## config.mk

```make
export PLATFORM = sky130hd
export DESIGN_NAME = hazard_tracking_unit
export DESIGN_NICKNAME = d
export VERILOG_FILES = /design/src/rtl/hazard_tracking_unit_pkg.sv /design/src/rtl/mem_wait_fsm.sv /design/src/rtl/hazard_tracking_unit.sv
export SDC_FILE = /design/constraint.sdc
export NUM_CORES = 1
export LEC_CHECK = 0
export ABC_AREA = 1
export ABC_CLOCK_PERIOD_IN_PS = 1600
export CORE_ASPECT_RATIO = 0.6
export CORE_MARGIN = 2
export CORE_UTILIZATION = 38
export CTS_CLUSTER_SIZE = 14
export DETAILED_ROUTE_END_ITERATION = 10
export GPL_TIMING_DRIVEN = 0
export PLACE_DENSITY = 0.83
export SKIP_LAST_GASP = 1
export SLEW_MARGIN = 10
export SYNTH_ARGS = -nofsm -noshare
export SYNTH_HDL_FRONTEND = slang
export SYNTH_SLANG_ARGS = --single-unit
```

## constraint.sdc

```tcl
create_clock -name clk -period 1.6 [get_ports clk]
set_input_delay 0.48 -clock clk [delete_from_list [all_inputs] [get_ports clk]]
set_output_delay 0.48 -clock clk [all_outputs]
set_load 0.03 [all_outputs]
```

## src/rtl/hazard_tracking_unit_pkg.sv

```systemverilog
// hazard_tracking_unit_pkg: shared FSM encoding and register-index constants
package hazard_tracking_unit_pkg;
    localparam int DEF_REG_ADDR_W = 5;
    localparam int ZERO_REG       = 0;
    localparam logic [1:0] ST_IDLE  = 2'd0;
    localparam logic [1:0] ST_WAIT  = 2'd1;
    localparam logic [1:0] ST_ABORT = 2'd2;
endpackage

```

## src/rtl/mem_wait_fsm.sv

```systemverilog
// mem_wait_fsm: bounded wait on a multi-cycle data-memory access, aborting on timeout
module mem_wait_fsm
    import hazard_tracking_unit_pkg::*;
#(
    parameter int MEM_TIMEOUT = 16
) (
    input  logic clk,
    input  logic rst,
    input  logic mem_req_i,
    input  logic mem_ready_i,
    output logic mem_stall_o,
    output logic abort_o,
    output logic mem_err_o
);
    localparam int CNT_W = $clog2(MEM_TIMEOUT);
    localparam logic [CNT_W-1:0] CNT_ONE  = CNT_W'(1);
    localparam logic [CNT_W-1:0] CNT_LAST = CNT_W'(MEM_TIMEOUT - 1);

    logic [1:0]       state_q, state_d;
    logic [CNT_W-1:0] cnt_q, cnt_d;

    always_comb begin
        state_d = state_q;
        cnt_d   = cnt_q;
        if (state_q == ST_IDLE) begin
            if (mem_req_i && !mem_ready_i) begin
                state_d = ST_WAIT;
                cnt_d   = CNT_ONE;
            end
        end else if (state_q == ST_WAIT) begin
            if (mem_ready_i) begin
                state_d = ST_IDLE;
                cnt_d   = '0;
            end else if (cnt_q == CNT_LAST) begin
                state_d = ST_ABORT;
            end else begin
                cnt_d = cnt_q + CNT_ONE;
            end
        end else begin
            state_d = ST_IDLE;
            cnt_d   = '0;
        end
    end

    // no stall in the cycle ready rises, so the access completes without a dead cycle
    assign mem_stall_o = !mem_ready_i && ((state_q == ST_IDLE && mem_req_i) || state_q == ST_WAIT);
    assign abort_o     = state_q == ST_ABORT;
    assign mem_err_o   = abort_o;

    always_ff @(posedge clk) begin
        if (!rst) begin
            state_q <= ST_IDLE;
            cnt_q   <= '0;
        end else begin
            state_q <= state_d;
            cnt_q   <= cnt_d;
        end
    end
endmodule

```

## src/rtl/hazard_tracking_unit.sv

```systemverilog
// hazard_tracking_unit: tracks EX->MEM->WB destinations for forwarding and drives stall/flush controls
module hazard_tracking_unit
    import hazard_tracking_unit_pkg::*;
#(
    parameter int REG_ADDR_W  = DEF_REG_ADDR_W,
    parameter int MEM_TIMEOUT = 16
) (
    input  logic                  clk,
    input  logic                  rst,
    input  logic [REG_ADDR_W-1:0] RS1_D,
    input  logic [REG_ADDR_W-1:0] RS2_D,
    input  logic [REG_ADDR_W-1:0] RD_E,
    input  logic                  RegWriteE,
    input  logic                  LoadE,
    input  logic                  PCSrcE,
    input  logic                  MemReqM,
    input  logic                  MemReadyM,
    output logic [REG_ADDR_W-1:0] RD_M,
    output logic [REG_ADDR_W-1:0] RD_W,
    output logic                  RegWriteM,
    output logic                  RegWriteW,
    output logic                  LoadM,
    output logic                  StallF,
    output logic                  StallD,
    output logic                  StallE,
    output logic                  StallM,
    output logic                  FlushD,
    output logic                  FlushE,
    output logic                  MemErr
);
    localparam logic [REG_ADDR_W-1:0] ZERO = REG_ADDR_W'(ZERO_REG);

    logic                  mem_stall, abort, lu, flush_e, bubble_w, rd_e_nz;
    logic [REG_ADDR_W-1:0] rd_m_q, rd_m_d, rd_w_q, rd_w_d;
    logic                  rw_m_q, rw_m_d, rw_w_q, rw_w_d, ld_m_q, ld_m_d;

    mem_wait_fsm #(.MEM_TIMEOUT(MEM_TIMEOUT)) u_mem_wait (
        .clk        (clk),
        .rst        (rst),
        .mem_req_i  (MemReqM),
        .mem_ready_i(MemReadyM),
        .mem_stall_o(mem_stall),
        .abort_o    (abort),
        .mem_err_o  (MemErr)
    );

    assign rd_e_nz = RD_E != ZERO;
    assign lu      = LoadE && rd_e_nz && (RD_E == RS1_D || RD_E == RS2_D);
    // memory stall dominates: a held PCSrcE re-resolves once the stall lifts
    assign flush_e = !mem_stall && (PCSrcE || lu);
    assign StallF  = mem_stall || (lu && !PCSrcE);
    assign StallD  = StallF;
    assign StallE  = mem_stall;
    assign StallM  = mem_stall;
    assign FlushD  = !mem_stall && PCSrcE;
    assign FlushE  = flush_e;

    // an aborted or still-waiting MEM instruction must never reach write-back
    assign bubble_w = mem_stall || abort;
    assign rd_m_d   = mem_stall ? rd_m_q : (flush_e ? ZERO : RD_E);
    assign rw_m_d   = mem_stall ? rw_m_q : (!flush_e && RegWriteE && rd_e_nz);
    assign ld_m_d   = mem_stall ? ld_m_q : (!flush_e && LoadE);
    assign rd_w_d   = bubble_w ? ZERO : rd_m_q;
    assign rw_w_d   = !bubble_w && rw_m_q;

    always_ff @(posedge clk) begin
        if (!rst) begin
            rd_m_q <= ZERO;
            rd_w_q <= ZERO;
            rw_m_q <= 1'b0;
            rw_w_q <= 1'b0;
            ld_m_q <= 1'b0;
        end else begin
            rd_m_q <= rd_m_d;
            rd_w_q <= rd_w_d;
            rw_m_q <= rw_m_d;
            rw_w_q <= rw_w_d;
            ld_m_q <= ld_m_d;
        end
    end

    assign RD_M      = rd_m_q;
    assign RD_W      = rd_w_q;
    assign RegWriteM = rw_m_q;
    assign RegWriteW = rw_w_q;
    assign LoadM     = ld_m_q;
endmodule

```

-- Word level (Yosys, flattened, before mapping)
Index checks and enable logic that the tools add are counted.
- add/subtract/negate cells: 1
- equal/unequal tests: 8
- multiplexer cells: 11
- bitwise gates (word level): 1
- reduce and logical (&&, ||, !) cells: 27
- operator list (kind ; count):
    $mux 4 ; 5
    $logic_and 1x1->1 ; 12
    $eq 5x5->1 ; 2
    $mux 2 ; 5
    $logic_not 1->1 ; 5
    $logic_or 1x1->1 ; 5
    $mux 5 ; 1
    $reduce_bool 5->1 ; 1
    $add 4x1->4 const B ; 1
    $eq 4x4->1 const B ; 1
    $ne 4x2->1 const B ; 1
    $ne 4x4->1 const B ; 1
    $reduce_and 2->1 ; 2
    $eq 2x1->1 const B ; 1
    $eq 2x2->1 const B ; 1
    $logic_not 2->1 ; 1
    $ne 2x1->1 const B ; 1
    $reduce_or 2->1 ; 1
    $not 1->1 ; 1
- register bits: 19
- input bits: 22
- output and inout port bits: 20
- logic and storage cells: 55

-- Longest topological paths before layout
- depth in word-level cells: 9
- depth in mapped cells: 9
- depth with buffers taken out: 9

-- Cells and area by module
A second synthesis with hierarchy kept.
- cells, all modules: 161
- area total of the unflattened synthesis: 1026.0 µm²
- modules (own cells, without submodules) (module ; times used ; cells an instance ; area each (µm²) ; sequential area each (µm²)):
    hazard_tracking_unit ; 1 ; 112 ; 684.4 ; 260.2
    mem_wait_fsm ; 1 ; 49 ; 341.6 ; 120.1

-- Worst setup path after synthesis
Ideal clock, no wire load.
- kind: input-to-output
- start point: in RD_E[1]
- end point: out StallF
- data arrival time: 1.679 ns
- required time: 1.120 ns
- slack: -0.559 ns
- cell stages on the path: 9
- buffers on the path: 1
- cells stage by stage: inv_1 -> nand2_1 -> nand2_1 -> nor2_1 -> nand3_1 -> nand2_1 -> nand2_1 -> o21ai_1 -> buf_4
- longest elaborated chain between the ends: 5
- elaborated cells on any way between the ends: 8
- those cells by class: 2 x eq/ne; 6 x reduce/logical
- ends and longest elaborated chain (item ; line ; source):
    start: declaration ; hazard_tracking_unit.sv:12 ; input logic [REG_ADDR_W-1:0] RD_E,
    $eq 5x5->1 or $reduce_bool 5->1 (tied branches) ; hazard_tracking_unit.sv:48, hazard_tracking_unit.sv:47 ;
    $logic_or 1x1->1 or $logic_and 1x1->1 (tied branches) ; hazard_tracking_unit.sv:48 ; assign lu = LoadE && rd_e_nz && (RD_E == RS1_D || RD_E == RS2_D);
    $logic_and 1x1->1 * ; hazard_tracking_unit.sv:48 ;
    $logic_and 1x1->1 * ; hazard_tracking_unit.sv:51 ; assign StallF = mem_stall || (lu && !PCSrcE);
    $logic_or 1x1->1 * ; hazard_tracking_unit.sv:51 ;
    end: declaration ; hazard_tracking_unit.sv:23 ; output logic StallF,
Every way passes the cells marked *; elsewhere a longest branch is shown, timed or not.

-- Worst setup path after layout
- start point: in RD_E[0]
- end point: out StallF
Same word-level chain as after synthesis.

==> flow_metrics.env <==
export IMPL_cp_cell_sequence="buf_8 -> inv_2 -> nand2_2 -> nand2_1 -> nor2_1 -> nand3_1 -> nand2_2 -> nand2_4 -> o21ai_4 -> buf_6 -> buf_6"
export IMPL_clock_sinks=19
export IMPL_power_frac_seq=0.403
export IMPL_r2r_setup_slack_ns=0.20
export IMPL_final_net_count=237
export IMPL_reg2reg_from="u_mem_wait.state_q[1]"
export IMPL_setup_worst_path_end="StallF"
export IMPL_crit_path_start="RD_E[0]"
export IMPL_avgRoutedWirePerCell_um=13.2
export IMPL_synthTopCellsByArea="dfxtp_1 37%, nand2_1 14%, inv_1 11%"
export IMPL_hold_depth=2
export IMPL_synthDominantCellAreaShare=0.367
export IMPL_seq_area_frac_synth=0.367
export IMPL_cts_tree="done"
export IMPL_syn_to_final_growth_pct=66.6
export IMPL_status="finished with violations"
export IMPL_power_frac_clock=0.273
export IMPL_synth_compound_area_frac=0.0965
export IMPL_crit_type="in2out"
export IMPL_crit_slowest_cell="o21ai_4"
export IMPL_fin_skew_ns=0.00322
export IMPL_cpPeakStageDelay_ns=0.15
export IMPL_grt_pass1_wl_um=4870
export IMPL_ys_types=23
export IMPL_initial_utilization=0.408
export IMPL_hp_class="reg2reg"
export IMPL_setup_slack_ns=-0.325
export IMPL_routed_via_density=4.89
export IMPL_rsz0062_at_grt="true"
export IMPL_async_flop_share=0
export IMPL_final_antenna_net_count=0
export IMPL_place_ws_ns=-1.48
export IMPL_drv_slew=0
export IMPL_ir_worst_vdd_v=0.000354
export IMPL_clk_insertion_delay_late_ns=0.26
export IMPL_clkSlewWorstSetupHoldPaths_ns=0.08
export IMPL_yosysMostFrequentCell="nand2_1"
export IMPL_die_area_um2=3180
export IMPL_grt_max_degree=13
export IMPL_drt_first_pass_iters=4
export IMPL_syn_nets=179
export IMPL_vias=1197
export IMPL_maxSlewHeadroom=0.779
export IMPL_synth_common_cells="40 x nand2_1, 30 x inv_1, 24 x nor2_1"
export IMPL_track_usage=0.203
export IMPL_dp_hpwl_um=2200
export IMPL_period_share=1.20
export IMPL_synth_cells=156
export IMPL_ys_flop_type="dfxtp_1"
export IMPL_yosysTopAreaCell="dfxtp_1"
export IMPL_avgSynthCellArea_um2=6.65
export IMPL_ys_ff_latch=19
export IMPL_port_buffer_count=41
export IMPL_antenna_found_initial=0
export IMPL_leakage_uw=0.000890
export IMPL_startpoint_type="primary input"
export IMPL_synth_warning_count=0
export IMPL_rows=14
export IMPL_finalHoldViolCount=0
export IMPL_r2r_cells=9
export IMPL_clockBufferDepth=2
export IMPL_finalCriticalPeriod_ns=1.93
export IMPL_drv_cap=0
export IMPL_synthAdderAreaFrac=0.0121
export IMPL_critical_path_reg2reg_endpoint="u_mem_wait.cnt_q[2]"
export IMPL_synth_edff_count=0
export IMPL_drive_gt1_frac=0.380
export IMPL_synth_top_family_by_area="simple AND/OR/NAND/NOR gates"
export IMPL_yosys_area_share_xor_xnor=0.0169
export IMPL_required_ns=1.12
export IMPL_fp_dieW_um=71.5
export IMPL_cellPowerDensity_nw_per_um2=730
export IMPL_violations="setup timing"
export IMPL_critPathMaxFanout=5
export IMPL_p_int_uw=847
export IMPL_core_um2=2540
export IMPL_root_buffer="clkbuf_8"
export IMPL_synth_area_mux_share=0.00965
export IMPL_syn_area_um2=1040
export IMPL_p_sw_uw=415
export IMPL_finalWirelength_um=3230
export IMPL_pwr_share_comb=0.324
export IMPL_worst_slew_pin_slew_ns=0.332
export IMPL_crit_arrival_ns=1.45
export IMPL_drt_initial_drc_count=90
export IMPL_fillerInstances=201
export IMPL_worstSetupEndpointType="output port"
export IMPL_grt_pass1_vias=1084
export IMPL_synth_simple_area_share=0.357
export IMPL_fmax_mhz=519
export IMPL_numCtsBuffers=3
export IMPL_pin_count=42
export IMPL_swShare=0.329
export IMPL_p_total_uw=1260
export IMPL_die_h_um=44.5
export IMPL_gp_congestion=0.789
export IMPL_setup_viol=6
export IMPL_n_antenna_cell=0
export IMPL_grt_overflow=0
export IMPL_drc_errors=0
export IMPL_fin_hold_ws_ns=0.477
export IMPL_h_tree_depth=1
## cell usage in the layout, fill, tap and decap left out, types with 2 or more instances in the layout
cell type / count
clkbuf_8: 3
buf_4: 14
nand2_1: 34
clkdlybuf4s50_1: 2
buf_6: 14
inv_1: 20
nand2_4: 2
nand3_4: 4
o21ai_0: 6
nand2_2: 5
buf_8: 3
nor2_4: 4
nor2_2: 2
inv_2: 8
buf_2: 8
a21oi_1: 6
dlygate4sd2_1: 15
xnor2_1: 2
inv_4: 3
nor2_1: 22
nand3_1: 4
dfxtp_1: 17
## cells by family after synthesis
logic type,Yosys count
fa+ha+maj,1
mux,1
simple gates,80
compound gates,17
flops,19
buf+inv,36
xor+xnor,2
## repair_timing
action / 4_1_cts / 5_1_grt
hold endpoints to repair: 0 / 0
setup buffers: 11 / 1
gates resized for setup: 161 / 8
setup endpoints to repair: 30 / 6
hold buffers: 0 / 0
pin swaps: 24 / 2
## critical path, delay by kind of cell
kind | cells | cell delay (ns)
buffers and inverters | 4 | 0.35
AOI/OAI and AO/OA | 1 | 0.15
and+or+nand+nor | 6 | 0.45
## power by group through the flow
stage	registers, uW	logic, uW	clock network (uW)
global route	511	436	366
global placement	518	360	0
finish	508	408	345
CTS	508	394	344
detailed placement	520	370	0
floorplan	555	175	0
## how the worst min path moves through the flow
stage	startpoint	to	slack (ns)
after detailed placement	RD_M[4]	RD_W[4]	0.46
after global routing	RD_M[0]	RD_W[0]	0.50
final	RegWriteM	RegWriteW	0.48
after CTS	RD_M[4]	RD_W[4]	0.46
after global placement	RegWriteM	RegWriteW	0.45
after floorplan	u_mem_wait.cnt_q[3]	u_mem_wait.cnt_q[3]	0.44
## per-layer routing
metal  track usage  vias up  wire length [um]
li1              -      588                 -
met1         0.218      531              1240
met2         0.394       64              1610
met3        0.0456       14               266
met4        0.0830        0               110
met5             0        -                 0
## through the flow
stage,instances,util,cell area (um^2),setup TNS (ns)
3_3_place_gp,229,0.616,1570,-12.15
4_1_cts,244,0.669,1700,-1.02
2_1_floorplan,156,-,1110,-0.365
3_5_place_dp,229,0.616,1570,-13.07
6_report,245,0.680,1730,-1.07
5_1_grt,245,0.680,1730,-1.40
## state kept, by name, summed over array words and instances, names as in the netlist
signal,cells
RD_W,5
LoadM,1
RegWriteM,1
RD_M,5
u_mem_wait.cnt_q,4
RegWriteW,1
u_mem_wait.state_q,2
## area by class of cell
| class | count | area (um^2) | share of cell area |
|---|---|---|---|
| clock inverter | 1 | 7.51 | 0.00434 |
| inverter | 33 | 151 | 0.0876 |
| sequential | 19 | 385 | 0.223 |
| buffer | 3 | 33.8 | 0.0196 |
| clock buffer | 3 | 41.3 | 0.0239 |
| tap | 32 | 40.0 | 0.0232 |
| timing repair buffer | 53 | 465 | 0.269 |
| multi-input combinational | 101 | 603 | 0.349 |
No activity file was read; power rests on OpenSTA's default activity.
